[config.mk]
export PLATFORM = sky130hd
export DESIGN_NAME = mem_port_arbiter
export DESIGN_NICKNAME = d
export VERILOG_FILES = /design/src/rtl/mem_port_arbiter.sv
export SDC_FILE = /design/constraint.sdc
export NUM_CORES = 1
export LEC_CHECK = 0
export ABC_AREA = 1
export CAP_MARGIN = 20
export CORE_AREA = 2 2 153 155
export CTS_BUF_LIST = sky130_fd_sc_hd__clkbuf_4 sky130_fd_sc_hd__clkbuf_8
export DETAILED_ROUTE_END_ITERATION = 7
export DIE_AREA = 0 0 155 157
export GPL_TIMING_DRIVEN = 0
export MAX_ROUTING_LAYER = met4
export REMOVE_ABC_BUFFERS = 1
export SETUP_SLACK_MARGIN = 0.3
export SLEW_MARGIN = 5
export SYNTH_ARGS = -nofsm -noshare
export SYNTH_HDL_FRONTEND = slang
export SYNTH_SLANG_ARGS = --single-unit
export TNS_END_PERCENT = 20
[constraint.sdc]
create_clock -name clk -period 3.25 [get_ports clk]
set_input_delay 0.975 -clock clk [delete_from_list [all_inputs] [get_ports clk]]
set_output_delay 0.975 -clock clk [all_outputs]
set_load 0.02 [all_outputs]
[src/rtl/mem_port_arbiter.sv]
// Shares one dual-port memory (1-cycle read latency) between NUM_REQ requesters.
// Read and write ports are arbitrated independently by round-robin; a same-address read yields to the write.
module mem_port_arbiter #(
    parameter int NUM_REQ         = 2,
    parameter int MEM_WIDTH_BYTES = 8,
    parameter int MEM_DEPTH       = 1024,
    localparam int AW = $clog2(MEM_DEPTH),
    localparam int DW = MEM_WIDTH_BYTES * 8,
    localparam int PW = $clog2(NUM_REQ)
) (
    input  logic                              clk,
    input  logic                              reset,
    input  logic [NUM_REQ-1:0][AW-1:0]        req_addr_in,
    input  logic [NUM_REQ-1:0]                req_read_in,
    input  logic [NUM_REQ-1:0]                req_write_in,
    input  logic [NUM_REQ-1:0][DW-1:0]        req_wdata_in,
    input  logic [NUM_REQ-1:0][MEM_WIDTH_BYTES-1:0] req_wmask_in,
    output logic [NUM_REQ-1:0]                req_ready_out,
    output logic [NUM_REQ-1:0]                resp_valid_out,
    output logic [DW-1:0]                     resp_data_out,
    output logic [AW-1:0]                     mem_write_addr_out,
    output logic                              mem_write_out,
    output logic [DW-1:0]                     mem_write_data_out,
    output logic [MEM_WIDTH_BYTES-1:0]        mem_write_mask_out,
    output logic [AW-1:0]                     mem_read_addr_out,
    output logic                              mem_read_out,
    input  logic [DW-1:0]                     mem_read_data_in,
    input  logic                              debugen_in
);

    // Handshake: a requester holds its request fields stable until req_ready_out[i]=1;
    // the transfer happens in that same cycle and read data follows one cycle later.

    // Returns {found, index}: first set bit of reqs scanning upward from ptr with wrap.
    function automatic logic [PW:0] rr_pick(input logic [NUM_REQ-1:0] reqs,
                                            input logic [PW-1:0] ptr);
        logic [PW:0] res;
        int idx;
        res = '0;
        for (int k = 0; k < NUM_REQ; k++) begin
            idx = int'(ptr) + k;
            if (idx >= NUM_REQ) idx = idx - NUM_REQ;
            if (!res[PW] && reqs[idx]) res = {1'b1, PW'(idx)};
        end
        return res;
    endfunction

    function automatic logic [PW-1:0] next_ptr(input logic [PW-1:0] w);
        return (w == PW'(NUM_REQ - 1)) ? '0 : w + 1'b1;
    endfunction

    logic [PW-1:0]      wr_ptr, rd_ptr;
    logic [PW:0]        wr_pick, rd_pick;
    logic [PW-1:0]      wr_win, rd_win;
    logic               wr_valid, rd_valid, hazard;
    logic [NUM_REQ-1:0] wr_gnt, rd_gnt, rd_elig;
    logic [NUM_REQ-1:0] resp_valid_q;

    assign wr_pick  = rr_pick(req_write_in, wr_ptr);
    assign wr_win   = wr_pick[PW-1:0];
    assign wr_valid = !reset && wr_pick[PW];

    always_comb begin
        wr_gnt = '0;
        if (wr_valid) wr_gnt[wr_win] = 1'b1;
    end

    // A requester that just won the write port cannot also take the read port.
    assign rd_elig  = req_read_in & ~wr_gnt;
    assign rd_pick  = rr_pick(rd_elig, rd_ptr);
    assign rd_win   = rd_pick[PW-1:0];
    assign hazard   = wr_valid && (req_addr_in[rd_win] == req_addr_in[wr_win]);
    assign rd_valid = !reset && rd_pick[PW] && !hazard;

    always_comb begin
        rd_gnt = '0;
        if (rd_valid) rd_gnt[rd_win] = 1'b1;
    end

    assign req_ready_out      = wr_gnt | rd_gnt;
    assign mem_write_out      = wr_valid;
    assign mem_write_addr_out = req_addr_in[wr_win];
    assign mem_write_data_out = req_wdata_in[wr_win];
    assign mem_write_mask_out = req_wmask_in[wr_win];
    assign mem_read_out       = rd_valid;
    assign mem_read_addr_out  = req_addr_in[rd_win];

    // Gating with reset drops the response of a read granted just before reset.
    assign resp_valid_out = resp_valid_q & {NUM_REQ{~reset}};
    assign resp_data_out  = mem_read_data_in;

    always_ff @(posedge clk) begin
        if (reset) begin
            wr_ptr       <= '0;
            rd_ptr       <= '0;
            resp_valid_q <= '0;
        end else begin
            if (wr_valid) wr_ptr <= next_ptr(wr_win);
            if (rd_valid) rd_ptr <= next_ptr(rd_win);
            resp_valid_q <= rd_gnt;
        end
    end

`ifndef SYNTHESIS
    always @(posedge clk) begin
        if (debugen_in && !reset) begin
            $write("[mem_port_arbiter] t=%0t wr_gnt=%b rd_gnt=%b hazard=%b resp=%b\n",
                   $time, wr_gnt, rd_gnt, hazard, resp_valid_out);
            for (int i = 0; i < NUM_REQ; i++)
                if (req_read_in[i] && req_write_in[i])
                    $write("[mem_port_arbiter] req %0d: illegal read+write, read left pending\n", i);
        end
    end
`endif

endmodule

==> results.yml <==
synth:
  ys_seq_area_frac: 0.0366
  ys_warn_count: 0
  yosysTopAreaCellShare: 0.464
  yosys.area.top_type: "nand2_1"
  synth_seq_cells: 4
  netlist_area_um2: 2190
  syn_avg_cell_area_um2: 4.80
  synthCells: 456
  synthTopCellsByArea: "nand2_1 (46%), buf_4 (22%), nand3_1 (5.7%)"
  synth.distinct_cells: 24
drt:
  drtPass1Iterations: 4
  drc: 0
  wirelength_um: 25800
  drtIter0Drc: 110
  ant_nets: 0
  via_count: 3761
  vias_per_cell: 3.86
  wl_per_cell_um: 26.5
setup_path:
  path_buf_inv: 4
  cp-startpoint: "req_write_in[0]"
  start_kind: "input pin"
  crit_family: "simple AND/OR/NAND/NOR gates"
  r2r_slack_ns: 1.04
  reg2reg_to: "rd_ptr$_SDFFE_PP0N_"
  required_ns: 2.27
  critPathCaptureType: "primary output"
  crit_fanout: 5
  cp.depth: 18
  reg2reg_depth: 18
  crit_chain: "buf_12, nor2_4, nor2_4, nand2_4, nand3_4, buf_12, nand2_8, nand2_4, nand2_4, nand2_1, nand2_1, inv_1, nand2_2, nor2_2, nand2_2, nand2_2, o21ai_2, buf_6"
  rr_startpoint: "wr_ptr$_SDFFE_PP0P_"
  critPathCapture: "req_ready_out[0]"
  slowest_stage: "buf_12"
  max_stage_delay_ns: 0.18
  crit_type: "in2out"
  arrival_ns: 2.64
clock_network:
  path_clk_slew_ns: 0.03
  cts-root-buf: "clkbuf_8"
  htreeDepth: 1
  cts_tree: "done"
  clk_latency_ns: 0.21
  numCtsBuffers: 3
  clockBufferDepth: 2
  clock-sinks: 4
die:
  die_width_um: 155
  die_area_um2: 24300
  start_util: 0.0974
  coreArea_um2: 22500
  placement_rows: 55
  die_h_um: 157
  io_pins: 397
grt:
  grt_pass1_vias: 3488
  grt_use_total: 0.200
  grt_max_degree: 38
  antenna_found_initial: 1
  grt_overflow: 0
  grt_pass1_wl_um: 31400
timing:
  tightest_slew_ns: 0.384
  setup-violations-final: 3
  slew_viol_final: 0
  worst_slack_ns: -0.366
  fin_crit_ns: 3.62
  finalCritPeriodShare: 1.11
  rsz0062_at_grt: "yes"
  relSlewSlack: 0.744
  setup_tns_ns: -1.07
  max_freq_mhz: 277
  hold_viol: 0
  skew_ns: 0.000828
place:
  postPlaceCellArea_um2: 4650
  portBuffers: 267
  place_ws_ns: -2.19
  hpwlAfterDp_um: 20600
  place.gp.congestion: 0.858
layout:
  fill_cells: 2508
  finish.utilization: 0.265
  drive_above_1_share: 0.433
  nets: 926
  most-common-layout-cells: "nand2_1 (168), clkdlybuf4s50_1 (164), buf_6 (72)"
  fin_area_um2: 5960
  area_growth_pct: 172
  final_common_cell: "nand2_1"
power:
  ir_drop_uv: 151
  p_per_area_nw_per_um2: 211
  p_leak_nw: 3.01
  total_power_w: 0.00126
run:
  maxCapViolations: 0
run_status:
  status: "finished with violations"
  violations: "negative setup slack"
min_path:
  hp-class: "reg2reg"
==> sequential cells by signal, summed over array words and instances, names as in the netlist <==
| register | flops |
|---|---|
| resp_valid_q | 2 |
| rd_ptr | 1 |
| wr_ptr | 1 |
==> tightest hold or removal path, cell delays in order (launching register included) <==
cell,delay [ns]
dfxtp_1,0.32
a21oi_1,0.04
nor2_1,0.08
==> cell usage after synthesis, drive strengths merged <==
cell type / count
buf: 75
a21oi: 2
nand4: 1
inv: 31
nand2: 281
nor2: 12
dfxtp: 4
nand3: 27
o21ai: 10
clkbuf: 10
nand3b: 3
==> worst min path at each step <==
stage | startpoint | end | slack (ns) | depth (start not counted)
after floorplan | rd_ptr$_SDFFE_PP0N_ | rd_ptr$_SDFFE_PP0N_ | 0.45 | 2
after global placement | rd_ptr$_SDFFE_PP0N_ | rd_ptr$_SDFFE_PP0N_ | 0.47 | 2
after detailed placement | rd_ptr$_SDFFE_PP0N_ | rd_ptr$_SDFFE_PP0N_ | 0.47 | 2
after CTS | rd_ptr$_SDFFE_PP0N_ | rd_ptr$_SDFFE_PP0N_ | 0.48 | 2
after global routing | rd_ptr$_SDFFE_PP0N_ | rd_ptr$_SDFFE_PP0N_ | 0.50 | 2
final | rd_ptr$_SDFFE_PP0N_ | rd_ptr$_SDFFE_PP0N_ | 0.48 | 2
==> kinds of logic (layout without fill, tap and decap cells) <==
group | after synthesis | after routing | share of synthesized area
AND/OR/NAND/NOR | 324 | 327 | 0.600
buffers and inverters | 116 | 346 | 0.331
AO/OA/AOI/OAI | 12 | 12 | 0.0326
flip-flops | 4 | 4 | 0.0366
other | 0 | 1 | 0
==> power breakdown <==
group | internal [W] | total (W) | switching (W)
clock network | 0.0000787 | 0.000102 | 0.0000231
registers | 0.0000532 | 0.0000546 | 0.00000141
logic | 0.000546 | 0.00110 | 0.000555
total | 0.000678 | 0.00126 | 0.000580
==> final cells by class <==
cell class | instances | area [um2] | area share
repair buffers | 310 | 3140 | 0.527
flip-flops and latches | 4 | 80.1 | 0.0134
repair inverters | 2 | 50.0 | 0.00840
diodes | 1 | 2.50 | 0.000420
inverters | 31 | 145 | 0.0244
clock buffers | 3 | 41.3 | 0.00693
multi-input cells | 339 | 2140 | 0.360
well taps | 285 | 357 | 0.0599
==> routing by layer <==
layer	GRT usage	vias up	wire [um]
met3	0.208	28	6040
li1	-	1783	-
met2	0.343	310	12400
met1	0.130	1640	6070
met5	-	-	0
met4	0.0741	0	1380
==> what timing repair did <==
item / in CTS / in global routing
gates resized for setup: 525 / 232
hold endpoints to repair: 0 / 0
hold buffers: 0 / 0
gates cloned: 7 / 2
buffers inserted: 31 / 7
pin swaps: 22 / 69
endpoints found under the setup margin: 101 / 71
==> metrics by stage <==
step | cells | hold WS [ns]
after floorplan | 371 | 0.452
after global placement | 923 | 0.471
after detailed placement | 924 | 0.474
after CTS | 965 | 0.482
after global routing | 975 | 0.502
final | 975 | 0.480
No activity file was read; power rests on OpenSTA's default activity.
